`config.mk`:
```
export PLATFORM = sky130hd
export DESIGN_NAME = gate_bist_ctrl
export DESIGN_NICKNAME = d
export VERILOG_FILES = /design/src/rtl/gate_bist_pkg.sv /design/src/rtl/bist_misr.sv /design/src/rtl/gate_bist_ctrl.sv
export SDC_FILE = /design/constraint.sdc
export NUM_CORES = 1
export LEC_CHECK = 0
export CORE_AREA = 4 4 75 77
export DETAILED_ROUTE_END_ITERATION = 12
export DIE_AREA = 0 0 79 81
export PLACE_DENSITY = 0.82
export SYNTH_ARGS = -nofsm -noshare
export SYNTH_HDL_FRONTEND = slang
export SYNTH_HIERARCHICAL = 1
export SYNTH_SLANG_ARGS = --single-unit
```
`constraint.sdc`:
```
create_clock -name clk -period 2.1 [get_ports clk]
set_input_delay 0.42 -clock clk [delete_from_list [all_inputs] [get_ports clk]]
set_output_delay 0.42 -clock clk [all_outputs]
set_load 0.005 [all_outputs]
```
`src/rtl/gate_bist_pkg.sv`:
```
// Shared widths, tap constants and FSM encoding for the gate-model BIST controller.
package gate_bist_pkg;

  localparam int STIM_W = 20;
  localparam int RESP_W = 10;
  localparam int SIG_W  = 16;

  // Feedback taps: LFSR bits 19,16; MISR bits 15,13,12,10
  localparam logic [STIM_W-1:0] LFSR_TAPS = 20'h90000;
  localparam logic [SIG_W-1:0]  MISR_TAPS = 16'hB400;

  typedef enum logic [2:0] {
    IDLE,
    LOAD,
    SETTLE_W,
    CAPTURE,
    COMPARE,
    DONE
  } state_t;

  function automatic logic [STIM_W-1:0] lfsr_next(input logic [STIM_W-1:0] s);
    return {s[STIM_W-2:0], ^(s & LFSR_TAPS)};
  endfunction

endpackage

```
`src/rtl/bist_misr.sv`:
```
// 16-bit multiple-input signature register with seed load and a 10-bit parallel input.
module bist_misr
  import gate_bist_pkg::*;
#(
  parameter logic [SIG_W-1:0] SEED = '0
) (
  input  logic              clk,
  input  logic              rst,
  input  logic              load,
  input  logic              en,
  input  logic [RESP_W-1:0] din,
  output logic [SIG_W-1:0]  sig
);

  always_ff @(posedge clk) begin
    if (rst || load) begin
      sig <= SEED;
    end else if (en) begin
      sig <= {sig[SIG_W-2:0], ^(sig & MISR_TAPS)} ^ {{(SIG_W-RESP_W){1'b0}}, din};
    end
  end

endmodule

```
`src/rtl/gate_bist_ctrl.sv`:
```
// BIST controller: LFSR stimulus into a gate model, MISR compaction, golden compare.
// Optional GATE_BIST_SIG_OUT_EN exposes the live signature (sig_out) and pattern index (pat_idx).
module gate_bist_ctrl
  import gate_bist_pkg::*;
#(
  parameter int               PAT_CNT   = 1024,
  parameter int               SETTLE    = 0,
  parameter logic [19:0]      LFSR_SEED = 20'h00001,
  parameter logic [15:0]      MISR_SEED = 16'h0000,
  localparam int              CNT_W     = $clog2(PAT_CNT + 1),
  localparam int              SET_W     = (SETTLE > 0) ? $clog2(SETTLE + 1) : 1
) (
  input  logic               clk,
  input  logic               rst,
  input  logic               start,
  input  logic [SIG_W-1:0]   golden,
  output logic [STIM_W-1:0]  stim,
  input  logic [RESP_W-1:0]  resp,
  output logic               busy,
  output logic               done,
  output logic               pass
`ifdef GATE_BIST_SIG_OUT_EN
  ,
  output logic [SIG_W-1:0]   sig_out,
  output logic [CNT_W-1:0]   pat_idx
`endif
);

  state_t             state;
  logic [CNT_W-1:0]   pat_cnt;
  logic [SET_W-1:0]   settle_cnt;
  logic [SIG_W-1:0]   sig;

  bist_misr #(.SEED(MISR_SEED)) u_misr (
    .clk  (clk),
    .rst  (rst),
    .load (state == LOAD),
    .en   (state == CAPTURE),
    .din  (resp),
    .sig  (sig)
  );

  always_ff @(posedge clk) begin
    if (rst) begin
      state      <= IDLE;
      stim       <= LFSR_SEED;
      busy       <= 1'b0;
      done       <= 1'b0;
      pass       <= 1'b0;
      pat_cnt    <= '0;
      settle_cnt <= '0;
    end else begin
      done <= 1'b0;
      case (state)
        IDLE: begin
          if (start) begin
            busy  <= 1'b1;
            state <= LOAD;
          end
        end
        LOAD: begin
          stim       <= LFSR_SEED;
          pat_cnt    <= '0;
          settle_cnt <= '0;
          pass       <= 1'b0;
          state      <= (SETTLE > 0) ? SETTLE_W : CAPTURE;
        end
        SETTLE_W: begin
          if (settle_cnt == SET_W'(SETTLE - 1)) begin
            settle_cnt <= '0;
            state      <= CAPTURE;
          end else begin
            settle_cnt <= settle_cnt + 1'b1;
          end
        end
        CAPTURE: begin
          stim    <= lfsr_next(stim);
          pat_cnt <= pat_cnt + 1'b1;
          // pat_cnt still holds the pre-increment value here
          if (pat_cnt == CNT_W'(PAT_CNT - 1)) begin
            state <= COMPARE;
          end else begin
            state <= (SETTLE > 0) ? SETTLE_W : CAPTURE;
          end
        end
        COMPARE: begin
          pass  <= (sig == golden);
          busy  <= 1'b0;
          done  <= 1'b1;
          state <= DONE;
        end
        DONE: begin
          state <= IDLE;
        end
        default: begin
          state <= IDLE;
        end
      endcase
    end
  end

`ifdef GATE_BIST_SIG_OUT_EN
  assign sig_out = sig;
  assign pat_idx = pat_cnt;
`endif

endmodule

```
# Word-level counts from Yosys, hierarchy flattened
# Cells that the tools add are included.
[word_totals]
n_memories = 0
inputBits = 29
output_inout_bits = 23
ram_bits = 0
reg_bits = 54
latchBits = 0
rom_bits = 0
elab_cells = 41
[classes]
mux = 12
bitwise = 1
n_reduce_logical = 10
order_cmp = 0
addsub = 2
shift = 0
n_eq_ne = 8
div = 0
n_mul = 0
[ops]
columns = ["operator", "n"]
rows = [
  ["$pmux W20 S2", 1],
  ["$pmux W11 S2", 1],
  ["$reduce_xor A20 Y1", 1],
  ["$eq A16 B16 Y1", 1],
  ["$reduce_xor A16 Y1", 1],
  ["$xor A16 B10 Y16", 1],
  ["$pmux W3 S5", 1],
  ["$add A11 B1 Y11 const B", 1],
  ["$eq A11 B10 Y1 const B", 1],
  ["$mux W3", 3],
  ["$reduce_bool A2 Y1", 4],
  ["$eq A3 B2 Y1 const B", 2],
  ["$pmux W1 S2", 3],
  ["$ne A2 B2 Y1 const B", 2],
  ["$reduce_and A2 Y1", 2],
  ["$eq A3 B1 Y1 const B", 1],
  ["$eq A3 B3 Y1 const B", 1],
  ["$logic_not A3 Y1", 1],
  ["$mux W1", 3],
  ["$add A1 B1 Y1 const B", 1],
  ["$logic_or A1 B1 Y1", 1],
]

# Longest topological paths before layout
[depth]
word_depth = 3
depth_mapped = 7
mapped_depth_nobuf = 5

# Hierarchy
# Netlist, hierarchy kept.
[modules_own_cells]
columns = ["module", "instances", "area_per_inst_um2", "cells_each", "seq_area_each_um2"]
rows = [
  ["gate_bist_ctrl", 1, 1754.2, 215, 760.7],
  ["bist_misr", 1, 686.9, 69, 320.3],
]

# Least setup slack after synthesis
# Ideal clock, no wire load.
[synth_path]
path_type = "reg2reg"
startpoint = "register pat_cnt[0]"
endpoint = "register pat_cnt[10]"
required_ns = 2.026
synth_period_minus_slack_ns = 1.580
t_arrival_ns = 1.506
n_path_buf = 0
slack_ns = 0.520
stages_incl_launch_ff = 6
setup_time_ns = 0.074
cell_sequence = "dfxtp_1 -> ha_1 -> nand3_2 -> or3_1 -> or3_1 -> a31oi_1"
[synth_via]
elab_chain_len = 2
[synth_lines]
columns = ["element", "line", "rtl"]
rows = [
  ["from (decl)", "gate_bist_ctrl.sv:30", "logic [CNT_W-1:0] pat_cnt;"],
  ["from (signal assigned)", "gate_bist_ctrl.sv:78", "pat_cnt <= pat_cnt + 1'b1;"],
  ["$add A11 B1 Y11", "gate_bist_ctrl.sv:78", ""],
  ["$pmux W11 S2", "gate_bist_ctrl.sv:54", "case (state)"],
]
# Every way passes these cells.
# A chain may end at the register's enable or synchronous reset.

# Final worst setup path
[layout_path]
startpoint = "register pat_cnt[0]"
endpoint = "register state[2]"
[layout_via]
elab_chain_len = 3
[layout_lines]
columns = ["element", "line", "rtl"]
rows = [
  ["$eq A11 B10 Y1", "gate_bist_ctrl.sv:80", "if (pat_cnt == CNT_W'(PAT_CNT - 1)) begin"],
  ["$mux W3", "gate_bist_ctrl.sv:80", ""],
  ["$pmux W3 S5", "gate_bist_ctrl.sv:54", ""],
  ["to (signal assigned)", "gate_bist_ctrl.sv:66", "state <= (SETTLE > 0) ? SETTLE_W : CAPTURE;"],
  ["to (signal assigned)", "gate_bist_ctrl.sv:83", "state <= (SETTLE > 0) ? SETTLE_W : CAPTURE;"],
  ["to (decl)", "gate_bist_ctrl.sv:29", "state_t state;"],
]
# Every way passes these cells.

==> reports/metrics.yaml <==
sta:
  rsz0062_at_grt: "no"
  fin_crit_sh_pct: 83.03
  min_period_ps: 1744
  maxClockFrequency_mhz: 573.5
  setup_violations: 0
  tightest_slew_ps: 474.4
  fin_setup_tns_ps: 0
  whs_ps: 472.0
  slew_violations: 0
  finalHoldViolCount: 0
  fin_skew_ps: 15.90
  maxSlewHeadroom_pct: 67.93
floorplanning:
  num_rows: 26
  core-area_sq_um: 5010
  start_util_pct: 48.73
  dieArea_sq_um: 6399
  die_w_microns: 79
  num_io_pins: 52
  die_y_microns: 81
synthesis:
  syn_area_per_cell_sq_um: 8.595
  yosys_warnings: 6
  synth_seq_cells: 54
  synth_area_sq_um: 2441
  ys_seq_area_share_pct: 44.28
  yosysUniqueCellTypes: 38
  synthCells: 284
  async_reset_ff_share_pct: 0
  synth_edf_count: 0
  synth-main-ff-cell: "dfxtp_1"
  syn-num-nets: 314
critical_path:
  crit_path_max_fanout: 7
  endpoint_kind: "flip-flop"
  critPathBufInv: 0
  crit_family: "simple AND/OR/NAND/NOR gates"
  critPathMaxStageDelay_ps: 630
  worst_ep_arrival_time_ps: 2010
  slowest_stage: "or4_1"
  reg2reg_depth: 5
  timing.rr.end: "state[2]"
  worst_setup_path_start_kind: "flip-flop"
  path_class: "flip-flop to flip-flop"
  path_cells: "ha_1, nand3_2, or4_1, nor3_1, or2_2"
  rr_startpoint: "pat_cnt[0]"
  rrSetupSlack_ps: 360
  cp.required_ps: 2370
clocking:
  cts_setup_buffers: 0
  root_buffer: "clkbuf_8"
  h-tree-depth: 2
  cts.sinks: 54
  path_clk_slew_ps: 100
  cts_tree: "built"
  cts_buffers: 5
  cts_buffer_depth: 2
  cts_resized: 0
  insertion_delay_ps: 320
  hold_buffers: 0
layout:
  syn_to_final_growth_pct: 27.37
  multi_input_area_sq_um: 1250
  fillers: 458
  antenna_cells: 0
  drive_gt1_share_pct: 6.042
  layout.area.seq_sq_um: 1081
  finalNetCount: 360
global_routing:
  grt_max_degree: 33
  gr-usage-all-layers_pct: 16.96
  grt_pass1_vias: 2007
  antenna_found_initial: 0
  grt_pass1_wl_microns: 8756
  grt-ovfl-total: 0
worst_hold_path:
  hold_path_end: "stim[2]"
  whs_path_depth: 2
  hold_start: "stim[2]"
  hp-class: "flip-flop to flip-flop"
drt:
  first_iter_violations: 92
  drc: 0
  vias_per_cell: 5.177
  wl_per_cell_microns: 12.84
  firstDrtPassIters: 4
  ant_nets: 0
  vias: 2076
  wl_microns: 5148
outcome:
  status: "finished, final reports clean"
power_and_ir_drop:
  sequentialPowerShare_pct: 54.2
  p_total_mw: 1.999
  p_sw_share_pct: 27.81
  p_clk_share_pct: 30.7
  comb_power_share_pct: 15.1
  peakVddDrop_mv: 0.3875
  powerDensity_nw_per_um2: 642.9
  p_switching_mw: 0.5558
  internal_power_mw: 1.443
  leakagePower_nw: 1.052
placement:
  finalWeightedCongestion: 0.7727
  port_buffers: 51
  dp_hpwl_microns: 3812
job:
  cap_violations: 0
==> power groups by stage <==
stage	clock [mW]	combinational (mW)	sequential, mW
6_report	0.613	0.302	1.08
3_3_place_gp	0	0.300	1.11
4_1_cts	0.630	0.304	1.08
5_1_grt	0.667	0.335	1.09
2_1_floorplan	0	0.202	1.09
3_5_place_dp	0	0.303	1.11
==> metal layers <==
metal / up-vias / global-route usage [%] / part of all wire (%)
met5: - / 0 / 0
met4: 0 / 5.155 / 1.3
met3: 6 / 3.326 / 3.6
met2: 35 / 30.30 / 49
met1: 964 / 20.66 / 46
li1: 1071 / - / -
==> synthesized netlist by cell type (all sizes together), types with 2 or more instances <==
master / n / share of area [%]
a21oi: 28 / 5.7
or2: 3 / 0.77
o21a: 3 / 0.92
nand2: 26 / 4.0
buf: 10 / 2.2
nor3: 4 / 0.82
nand3: 26 / 5.5
nand2b: 4 / 1.0
xnor2: 14 / 5.0
or3: 3 / 0.77
nor2: 28 / 4.3
clkbuf: 11 / 1.7
nand3b: 2 / 0.61
dfxtp: 54 / 44
a211oi: 11 / 3.4
a21o: 2 / 0.61
nand4: 2 / 0.51
xor2: 17 / 6.1
mux2i: 7 / 2.9
o21ai: 4 / 0.82
inv: 4 / 0.61
nor4: 5 / 1.3
or4: 4 / 1.2
nor2b: 2 / 0.51
==> cells by family (layout without fill, tap and decap cells) <==
logic type | count (synthesis) | in the layout | share of synthesized area, %
simple gates | 111 | 111 | 22.09
compound gates | 54 | 54 | 13.69
flops | 54 | 54 | 44.29
xor+xnor | 32 | 32 | 12.05
buf+inv | 25 | 72 | 4.510
mux | 7 | 7 | 2.870
fa+ha+maj | 1 | 1 | 0.5125
==> state kept, by name, summed over array words and instances (netlist names) <==
signal,flops
stim,20
pass,1
settle_cnt,1
u_misr/sig,16
done,1
state,3
busy,1
pat_cnt,11
==> tightest hold or removal path, stage by stage (launching register included) <==
cell and delay [ps]:
dfxtp_1 330, nand2_1 50, a21oi_1 50
==> metrics by stage <==
step / std cells / util (%) / setup WS [ps] / area, sq um
after detailed placement: 393 / 60.11 / 271.2 / 3012
after floorplan: 284 / - / 519.7 / 2441
after CTS: 401 / 62.06 / 379.0 / 3109
after global routing: 401 / 62.06 / 289.3 / 3109
final: 401 / 62.06 / 356.4 / 3109
after global placement: 393 / 60.11 / 316.6 / 3012
==> layout by cell type (no fill, tap or decap), drive strengths merged, types with 7 or more instances in the layout <==
master,instances
a211oi,11
xor2,17
a21oi,28
clkdlybuf4s50,51
xnor2,14
nor2,28
nand3,26
buf,9
dfxtp,54
nand2,26
mux2i,7
==> how the worst max path moves through the flow <==
stage                     cells past startpoint  slack, ps        from             to
after floorplan                               5        520  pat_cnt[0]    pat_cnt[10]
after global placement                        4        320         rst  u_misr/sig[0]
after detailed placement                      4        270         rst  u_misr/sig[0]
after CTS                                     5        380  pat_cnt[0]    pat_cnt[10]
after global routing                          5        290  pat_cnt[0]       state[2]
final                                         5        360  pat_cnt[0]       state[2]
==> final cells by class <==
cell class	instances	area share, %
Sequential cell	54	34.77
Multi-Input combinational cell	205	40.20
Inverter	4	0.4829
Clock inverter	3	0.9256
Timing Repair Buffer	60	18.59
Clock buffer	5	2.213
Tap cell	70	2.817
(Power assumes the default switching activity.)
